**src/rtl/halo_link.sv**
```systemverilog
// halo_link: buffered halo-exchange link between a source and a destination PPU.
// Entries {value,row,column} queue in a circular FIFO and drain one per cycle
// to the destination. A small FSM tracks the exchange: IDLE -> STREAM -> DRAIN -> DONE.
//
// Parameters:
//   TILE_SIZE  : tile edge length, coordinate width CW = $clog2(TILE_SIZE)
//   FIFO_DEPTH : buffered entries, power of two >= 2
//
// Ports:
//   clk, reset                   : clock, asynchronous active-high reset
//   src_value/row/column         : entry from the source PPU
//   src_write_enable             : source entry valid this cycle
//   src_exchange_done            : source has issued its last halo entry
//   src_cts                      : clear-to-send back to the source
//   dst_cts                      : destination ready for one entry
//   dst_value/row/column         : registered entry to the destination
//   dst_write_enable             : one-cycle pulse per delivered entry
//   dst_exchange_done            : level, all entries delivered (state DONE)
//   cycle_done                   : global end of PPU cycle, re-arms the link
//   protocol_error               : sticky, a push was rejected
//
// Build option:
//   HALO_LINK_ZERO_DROP_EN : when defined, pushes carrying value 0 are
//                            handshaken but not stored.

module halo_link #(
    parameter int  TILE_SIZE  = 256,
    parameter int  FIFO_DEPTH = 8,
    localparam int CW         = $clog2(TILE_SIZE)
) (
    input  logic          clk,
    input  logic          reset,

    input  logic [7:0]    src_value,
    input  logic [CW-1:0] src_row,
    input  logic [CW-1:0] src_column,
    input  logic          src_write_enable,
    input  logic          src_exchange_done,
    output logic          src_cts,

    input  logic          dst_cts,
    output logic [7:0]    dst_value,
    output logic [CW-1:0] dst_row,
    output logic [CW-1:0] dst_column,
    output logic          dst_write_enable,
    output logic          dst_exchange_done,

    input  logic          cycle_done,
    output logic          protocol_error
);

    localparam int PW = $clog2(FIFO_DEPTH);
    localparam int NW = PW + 1;
    localparam logic [NW-1:0] DEPTH_N = NW'(FIFO_DEPTH);

    typedef enum logic [1:0] {
        IDLE,
        STREAM,
        DRAIN,
        DONE
    } state_e;

    typedef struct packed {
        logic [7:0]    value;
        logic [CW-1:0] row;
        logic [CW-1:0] column;
    } entry_t;

    // Storage is not reset; count/pointers alone define validity.
    entry_t        mem_q [FIFO_DEPTH];

    logic [PW-1:0] wr_ptr_q, wr_ptr_d;
    logic [PW-1:0] rd_ptr_q, rd_ptr_d;
    logic [NW-1:0] count_q, count_d;
    state_e        state_q, state_d;
    entry_t        out_q, out_d;
    logic          dst_we_q, dst_we_d;
    logic          done_q, done_d;
    logic          err_q, err_d;

    logic          accepting;
    logic          push_ok;
    logic          store;
    logic          reject;
    logic          pop;
    logic          mem_we;
    entry_t        push_entry;

    // ------------------------------------------------------------------
    // Handshake decode
    // ------------------------------------------------------------------
    assign accepting = (state_q == IDLE) || (state_q == STREAM);

    // Full check uses the current count only, so a same-cycle pop does
    // not open room for a push at full.
    assign src_cts = accepting && (count_q < DEPTH_N);
    assign push_ok = src_write_enable && src_cts;
    assign reject  = src_write_enable && !src_cts;
    assign pop     = dst_cts && (count_q != '0);

`ifdef HALO_LINK_ZERO_DROP_EN
    // Zero partial sums carry no information: handshake, don't buffer.
    assign store = push_ok && (src_value != 8'd0);
`else
    assign store = push_ok;
`endif

    assign mem_we = store && !cycle_done;

    assign push_entry.value  = src_value;
    assign push_entry.row    = src_row;
    assign push_entry.column = src_column;

    // ------------------------------------------------------------------
    // Datapath next state
    // ------------------------------------------------------------------
    always_comb begin
        wr_ptr_d = wr_ptr_q;
        rd_ptr_d = rd_ptr_q;
        count_d  = count_q;
        out_d    = out_q;
        dst_we_d = 1'b0;
        err_d    = err_q;

        if (cycle_done) begin
            // Flush: in-flight push/pop this cycle are dropped too.
            wr_ptr_d = '0;
            rd_ptr_d = '0;
            count_d  = '0;
            err_d    = 1'b0;
        end else begin
            if (store) begin
                wr_ptr_d = wr_ptr_q + 1'b1;
            end
            if (pop) begin
                rd_ptr_d = rd_ptr_q + 1'b1;
                out_d    = mem_q[rd_ptr_q];
                dst_we_d = 1'b1;
            end
            unique case ({store, pop})
                2'b10:   count_d = count_q + 1'b1;
                2'b01:   count_d = count_q - 1'b1;
                default: count_d = count_q;
            endcase
            if (reject) begin
                err_d = 1'b1;
            end
        end
    end

    // ------------------------------------------------------------------
    // Exchange FSM next state
    // ------------------------------------------------------------------
    always_comb begin
        state_d = state_q;
        if (cycle_done) begin
            state_d = IDLE;
        end else begin
            unique case (state_q)
                IDLE: begin
                    if (src_exchange_done) begin
                        state_d = DRAIN;
                    end else if (push_ok) begin
                        state_d = STREAM;
                    end
                end
                STREAM: begin
                    if (src_exchange_done) begin
                        state_d = DRAIN;
                    end
                end
                DRAIN: begin
                    // Wait until the last delivered pulse has retired.
                    if ((count_q == '0) && !dst_we_q) begin
                        state_d = DONE;
                    end
                end
                DONE: begin
                    state_d = DONE;
                end
                default: begin
                    state_d = IDLE;
                end
            endcase
        end
        done_d = (state_d == DONE);
    end

    // ------------------------------------------------------------------
    // Registers
    // ------------------------------------------------------------------
    always_ff @(posedge clk) begin
        if (mem_we) begin
            mem_q[wr_ptr_q] <= push_entry;
        end
    end

    always_ff @(posedge clk or posedge reset) begin
        if (reset) begin
            wr_ptr_q <= '0;
            rd_ptr_q <= '0;
            count_q  <= '0;
            out_q    <= '0;
            dst_we_q <= 1'b0;
            err_q    <= 1'b0;
        end else begin
            wr_ptr_q <= wr_ptr_d;
            rd_ptr_q <= rd_ptr_d;
            count_q  <= count_d;
            out_q    <= out_d;
            dst_we_q <= dst_we_d;
            err_q    <= err_d;
        end
    end

    always_ff @(posedge clk or posedge reset) begin
        if (reset) begin
            state_q <= IDLE;
            done_q  <= 1'b0;
        end else begin
            state_q <= state_d;
            done_q  <= done_d;
        end
    end

    // ------------------------------------------------------------------
    // Outputs
    // ------------------------------------------------------------------
    assign dst_value         = out_q.value;
    assign dst_row           = out_q.row;
    assign dst_column        = out_q.column;
    assign dst_write_enable  = dst_we_q;
    assign dst_exchange_done = done_q;
    assign protocol_error    = err_q;

endmodule

```
**config.mk**
```make
export PLATFORM = sky130hd
export DESIGN_NAME = halo_link
export DESIGN_NICKNAME = d
export VERILOG_FILES = /design/src/rtl/halo_link.sv
export SDC_FILE = /design/constraint.sdc
export NUM_CORES = 1
export LEC_CHECK = 0
export ABC_AREA = 1
export CAP_MARGIN = 20
export CORE_MARGIN = 1
export CORE_UTILIZATION = 40
export DETAILED_ROUTE_END_ITERATION = 16
export PLACE_DENSITY = 0.61
export SYNTH_ARGS = -nofsm -noshare
export SYNTH_HDL_FRONTEND = slang
export SYNTH_SLANG_ARGS = --single-unit
```
**constraint.sdc**
```tcl
create_clock -name clk -period 5.02 [get_ports clk]
set_input_delay 1.004 -clock clk [delete_from_list [all_inputs] [get_ports clk]]
set_output_delay 1.004 -clock clk [all_outputs]
set_load 0.005 [all_outputs]
```
==> out/summary.md, run 1 <==
• wire length after detailed routing: 19,700 µm
• ant diodes: 0
• area growth from synthesis to layout: 18.2%
• HPWL after detailed placement: 11,000 µm
• clock latency on the worst-skew pair: 520 ps
• Resize count post-CTS: 0
• Cell Int Power: 3.78 mW
• number of global-route vias before repair: 5,589
• number of unique standard cell types used by synthesis: 35
• die boundary height: 153 µm
• CTS tree: built
• Worst Tran Pin Value: 993 ps
• syn nets: 712
• CP required: 5400 ps
• GPL Wtd Cong: 0.750
• Sinks on Clock Net: 231
• launching point of the worst reg2reg path: rd_ptr_q[1]$_DFFE_PP0P_
• number of buffers inserted to repair setup after CTS: 0
• average instance area after synthesis: 13.4 µm²
• total core area: 22,000 µm²
• endpoint arrival time on the critical path: 3430 ps
• share of the yosys chip area belonging to registers: 0.743
• sw power: 1.42 mW
• crit path time final: 3050 ps
• number of synthesized flops with an enable pin: 192
• Port Buffer Count: 57
• list of most frequent post-synthesis cells: 192 x edfxtp_1, 112 x nor2_1, 94 x o21ai_0
• first-pass GRT wire length: 31,100 µm
• async set-or-reset flop fraction in the synthesized netlist: 0.169
• via/cell ratio: 5.43
• share of total power in the clock network: 0.350
• maximum operating frequency: 328 MHz
• total DRC errors in the routed layout: 1
• synthesis warning total: 0
• result of the run: finished with violations
• fill cell count: 1,880
• most common cell in the synthesized netlist: edfxtp_1
• area fraction of the dominant cell type after synthesis: 0.636
• Overflow after GRT: 0
• critical path startpoint category: register
• Iteration-0 DRC Markers: 421
• number of hold buffers added after CTS: 0
• RSZ-0062 raised after global routing: false
• Sequential Power Share: 0.450
• slew margin rel.: 0.338
• Core Util, Final: 0.487
• count of state elements after synthesis: 231
• Core Rows: 54
• initial antenna violation count: 0
• power density normalized to cell area: 485 nW/µm²
• Area contributors post-synth: edfxtp_1 64%, dfrtp_1 11%, o21ai_0 5.2%
• remaining number of nets flagged by the antenna check after routing: 0
• all-layer global routing usage: 0.170
• maximum net fanout on the critical path: 50
• number of failing setup endpoints in the final timing report: 0
• fraction of power consumed by combinational cells: 0.201
• number of detailed-route iterations in the first pass: 13
• Clk pin slew, worst setup/hold paths: 60 ps
• count of max-cap constraint violations: 0
• number of clock buffers inserted by TritonCTS: 24
• wire length per cell: 19.1 µm
• path type of the worst min-delay path: register to register
• count of mapped cells out of synthesis: 678
• chip width: 153 µm
• count of final hold-check violations: 0
• worst ir drop on vdd: 268 µV
• area of the die: 23,300 µm²
• vias after detailed routing: 5,584
• first element of the critical path: rd_ptr_q[1]$_DFFE_PP0P_
• number of top-level design ports: 58
• Clk Tree Root Cell: clkbuf_16
• maximum number of pins on one net before global-route repair: 99
• H-tree levels: 1
• Starting Density: 0.412
• Area after DPL: 9890 µm²
• failing checks: design-rule violations
• final number of max-transition violations: 0
• Setup TNS Final: 0 ps
• start point of the worst min-delay path: dst_value[5]$_DFFE_PP0P_
• CP endpoint kind: register
• Final Cycle Share: 0.608
• sum of internal, switching and leakage power: 5.20 mW
• primary flip-flop cell chosen by synthesis mapping: edfxtp_1
• type of the worst setup path: register to register
• most area-hungry cell type in the Yosys netlist: edfxtp_1
• Final Cell Area: 10,700 µm²
• share of cells above drive strength 1: 0.101
• maximum buffer depth of the clock tree: 3
• fraction of power spent switching nets: 0.274
• static leakage: 3.76 nW
• Post-Route Skew: 22.6 ps
• # nets final: 765
• netlist area before placement: 9070 µm²
## placed cells by master, fill, tap and decap left out, types with 2 or more instances in the layout
cell type,n
edfxtp_1,192
nor2_1,104
o21ai_0,94
nand2_1,68
clkdlybuf4s50_1,57
o221ai_1,40
dfrtp_1,37
clkbuf_16,25
nand3_1,21
nor2_2,11
inv_1,11
buf_4,10
o21ai_1,9
o22ai_1,8
o211ai_1,8
a21oi_1,6
clkbuf_1,5
clkinv_2,5
nand2_4,4
ha_1,4
clkbuf_8,4
clkinv_1,3
bufinv_16,3
inv_2,2
dfrtp_2,2
## per-stage QoR
step           cells  hold WS [ps]  setup slack [ps]
6_report        1029           479              1970
5_1_grt         1029           503              1780
4_1_cts         1029           485              1970
3_5_place_dp     985           466              1560
3_3_place_gp     984           469              1620
2_1_floorplan    678           472              2160
## layer usage
| layer | share of wire | global-route usage | vias to the layer above | routed length, µm |
|---|---|---|---|---|
| li1 | - | - | 2607 | - |
| met1 | 0.45 | 0.233 | 2790 | 8880 |
| met2 | 0.48 | 0.284 | 158 | 9480 |
| met3 | 0.048 | 0.0228 | 29 | 945 |
| met4 | 0.018 | 0.0481 | 0 | 354 |
| met5 | 0 | 0 | - | 0 |
## state kept, by name (all words and copies together), names as in the netlist
register	flops
count_q	4
dst_value	8
dst_exchange_done	1
dst_column	8
dst_row	8
rd_ptr_q	3
mem_q	192
protocol_error	1
state_q	2
dst_write_enable	1
wr_ptr_q	3
## cell families after synthesis
family	after synthesis	synth area share
xor gates and xnor gates	1	0.000966
buffers and inverters	58	0.0327
adders and majority gates	4	0.00552
DFF	231	0.743
and+or+nand+nor	215	0.102
AOI/OAI and AO/OA	169	0.115
## worst max-delay path: stages (launching register included)
cell and delay [ps]:
dfrtp_2 980, clkinv_1 880, buf_4 500, o21ai_0 140
o22ai_1 120, o211ai_1 210, nand2_1 80
## area by class of cell
class / count / area (µm²) / area share
clock buffer: 34 / 699 / 0.0653
clock inverter: 10 / 126 / 0.0118
inverter: 17 / 73.8 / 0.00689
multi-input combinational: 389 / 2050 / 0.191
sequential: 231 / 6740 / 0.629
tap: 280 / 350 / 0.0327
timing repair buffer: 68 / 673 / 0.0628
## power by group through the flow
stage | sequential [mW] | clock (mW) | combinational [mW]
after floorplan | 2.34 | 0 | 0.661
after global placement | 2.37 | 0 | 1.02
after detailed placement | 2.37 | 0 | 1.05
after CTS | 2.34 | 1.86 | 1.05
after global routing | 2.35 | 1.93 | 1.15
final | 2.34 | 1.82 | 1.04
## path summary, 6_finish.rpt
check,cells after the start,endpoint,slack (ps)
setup / recovery,6,dst_column[7]$_DFFE_PP0P_,1970
hold / removal,2,dst_value[5]$_DFFE_PP0P_,480
setup reg to reg,6,dst_column[7]$_DFFE_PP0P_,1970
hold reg to reg,2,dst_value[5]$_DFFE_PP0P_,480
max in group asynchronous,2,rd_ptr_q[0]$_DFFE_PP0P_,3330
min in group asynchronous,2,dst_column[0]$_DFFE_PP0P_,1030
Power figures use the tool's default switching activity.
==> run 2, diff against run 1 <==
--- a/config.mk
+++ b/config.mk
@@ -10,7 +10,7 @@
 export CORE_MARGIN = 1
 export CORE_UTILIZATION = 40
 export DETAILED_ROUTE_END_ITERATION = 16
-export PLACE_DENSITY = 0.61
+export PLACE_DENSITY = 0.63
 export SYNTH_ARGS = -nofsm -noshare
 export SYNTH_HDL_FRONTEND = slang
 export SYNTH_SLANG_ARGS = --single-unit
==> constraint.sdc (replaced) <==
create_clock -name clk -period 2.8 [get_ports clk]
set_input_delay 0.56 -clock clk [delete_from_list [all_inputs] [get_ports clk]]
set_output_delay 0.56 -clock clk [all_outputs]
set_load 0.005 [all_outputs]
==> out/summary.md, run 2 (same netlist as run 1, synthesis figures left out) <==
• Overflow after GRT: 0, unchanged
• count of max-cap constraint violations: 0, unchanged
• type of the worst setup path: register to output pin, was register to register
• endpoint arrival time on the critical path: 1660 ps, was 3430 ps
• slew margin rel.: 0.380, was 0.338
• area growth from synthesis to layout: 18.8%, was 18.2%
• # nets final: 776, was 765
• maximum buffer depth of the clock tree: 3, unchanged
• Starting Density: 0.412, unchanged
• fill cell count: 1,860, was 1,880
• total DRC errors in the routed layout: 6, was 1
• CTS tree: built, unchanged
• static leakage: 3.79 nW, was 3.76 nW
• number of hold buffers added after CTS: 0, unchanged
• final number of max-transition violations: 0, unchanged
• wire length after detailed routing: 21,100 µm, was 19,700 µm
• Worst Tran Pin Value: 930 ps, was 993 ps
• share of cells above drive strength 1: 0.107, was 0.101
• critical path startpoint category: register, unchanged
• vias after detailed routing: 5,744, was 5,584
• worst ir drop on vdd: 461 µV, was 268 µV
• first element of the critical path: count_q[3]$_DFFE_PP0P_, was rd_ptr_q[1]$_DFFE_PP0P_
• number of buffers inserted to repair setup after CTS: 0, unchanged
• Iteration-0 DRC Markers: 541, was 421
• die boundary height: 153 µm, unchanged
• H-tree levels: 1, unchanged
• initial antenna violation count: 0, unchanged
• Post-Route Skew: 14.5 ps, was 22.6 ps
• power density normalized to cell area: 851 nW/µm², was 485 nW/µm²
• worst-case setup slack after placement: 261 ps, was 1560 ps
• Final Worst Setup Slack: 580 ps, was 1970 ps
• flip-flop count of the largest register, all copies and words added: 192, unchanged
• HPWL after detailed placement: 13,200 µm, was 11,000 µm
• number of top-level design ports: 58, unchanged
• ant diodes: 0, unchanged
• Setup TNS Final: 0 ps, unchanged
• capturing element of the worst setup path: src_cts, was dst_column[7]$_DFFE_PP0P_
• Core Rows: 54, unchanged
• remaining number of nets flagged by the antenna check after routing: 0, unchanged
• maximum operating frequency: 450 MHz
• Clk Tree Root Cell: clkbuf_16, unchanged
• Resize count post-CTS: 0, unchanged
• RSZ-0062 raised after global routing: false, unchanged
• total core area: 22,000 µm², unchanged
• path type of the worst min-delay path: register to register, unchanged
• chip width: 153 µm, unchanged
• first-pass GRT wire length: 32,900 µm, was 31,100 µm
• setup slack, reg-to-reg: 740 ps, was 1970 ps
• Sinks on Clock Net: 231, unchanged
• GPL Wtd Cong: 0.798, was 0.750
• commonest non-fill, non-tap cell in the layout: edfxtp_1, unchanged
• result of the run: finished with violations, unchanged
• Reg-to-Reg End: mem_q[2][10]$_DFFE_PP_, was dst_column[7]$_DFFE_PP0P_
• largest register by flop count: mem_q, unchanged
• count of final hold-check violations: 0, unchanged
• wire length per cell: 20.3 µm, was 19.1 µm
• number of failing setup endpoints in the final timing report: 0, unchanged
• clock latency on the worst-skew pair: 520 ps, about the same
• Clk pin slew, worst setup/hold paths: 60 ps, about the same
• launching point of the worst reg2reg path: count_q[3]$_DFFE_PP0P_, was rd_ptr_q[1]$_DFFE_PP0P_
• r2r worst-path depth: 6, unchanged
• number of clock buffers inserted by TritonCTS: 24, unchanged
• number of detailed-route iterations in the first pass: 12, was 13
• highest-count cells in the layout ignoring fill and taps: 192 x edfxtp_1, 104 x nor2_1, 94 x o21ai_0, unchanged
• Port Buffer Count: 57, unchanged
• all-layer global routing usage: 0.184, was 0.170
• Core Util, Final: 0.489, was 0.487
• number of global-route vias before repair: 5,807, was 5,589
• failing checks: design-rule violations, unchanged
• maximum number of pins on one net before global-route repair: 98, was 99
• via/cell ratio: 5.52, was 5.43
• Final Cycle Share: 0.793
• area of the die: 23,300 µm², unchanged
• maximum net fanout on the critical path: 5, was 50
• crit path time final: 2220 ps
• CP endpoint kind: output pin, was register
• CP required: 2240 ps, was 5400 ps
==> run 2: changes by cell type in the layout (fill, tap and decap cells not counted), moves of 2 or more <==
cell / before / now
clkbuf_8: 4 / 1
buf_12: 0 / 6
bufinv_16: 3 / 1
clkinv_1: 3 / 6
buf_4: 10 / 16
==> run 2: worst min-delay path by stage <==
| stage | start | to | slack [ps] | cells after the start |
|---|---|---|---|---|
| after floorplan | dst_column[0]$_DFFE_PP0P_ | dst_column[0]$_DFFE_PP0P_ | 470 | 2 |
| after global placement | dst_column[0]$_DFFE_PP0P_ | dst_column[0]$_DFFE_PP0P_ | 470 | 2 |
| after detailed placement | dst_column[5]$_DFFE_PP0P_ | dst_column[5]$_DFFE_PP0P_ | 470 | 2 |
| after CTS | dst_column[5]$_DFFE_PP0P_ | dst_column[5]$_DFFE_PP0P_ | 480 | 2 |
| after global routing | dst_column[6]$_DFFE_PP0P_ | dst_column[6]$_DFFE_PP0P_ | 510 | 2 |
| final | dst_value[4]$_DFFE_PP0P_ | dst_value[4]$_DFFE_PP0P_ | 480 | 2 |
==> run 2: report_power, final <==
part	switching (mW)	internal (mW)
Combinational	1.19	0.809
Clock	1.27	1.75
Sequential	0.154	3.99
Total	2.62	6.55
==> run 2: cell type report <==
type                    instances  area [µm²]  area share
inverters                      17        73.8     0.00685
clock buffers                  32         662      0.0614
flip-flops and latches        231        6740       0.626
well taps                     280         350      0.0325
repair buffers                 79         811      0.0753
multi-input cells             389        2050       0.190
clock inverters                12        82.6     0.00766
==> run 2: metrics by stage <==
stage               cells  hold slack, ps  instance area, µm²  total power, mW
floorplan             678             472                9070             5.39
global placement      996             470               10000             6.15
detailed placement    996             466               10000             6.22
CTS                  1040             482               10800             9.23
global route         1040             507               10800             9.59
finish               1040             478               10800             9.16
==> run 2: routing by layer <==
layer,wire [µm],GRT usage,share of wire,up-vias
met5,0,0,0,-
met4,432,0.0582,0.021,0
met3,1520,0.0304,0.072,31
met2,9770,0.291,0.46,220
met1,9350,0.259,0.44,2859
li1,-,-,-,2634
==> run 2: worst max-delay path, cell delays in order (launching register included) <==
cell and delay (ps):
dfrtp_1 450, nor2_2 180, clkdlybuf4s50_1 530
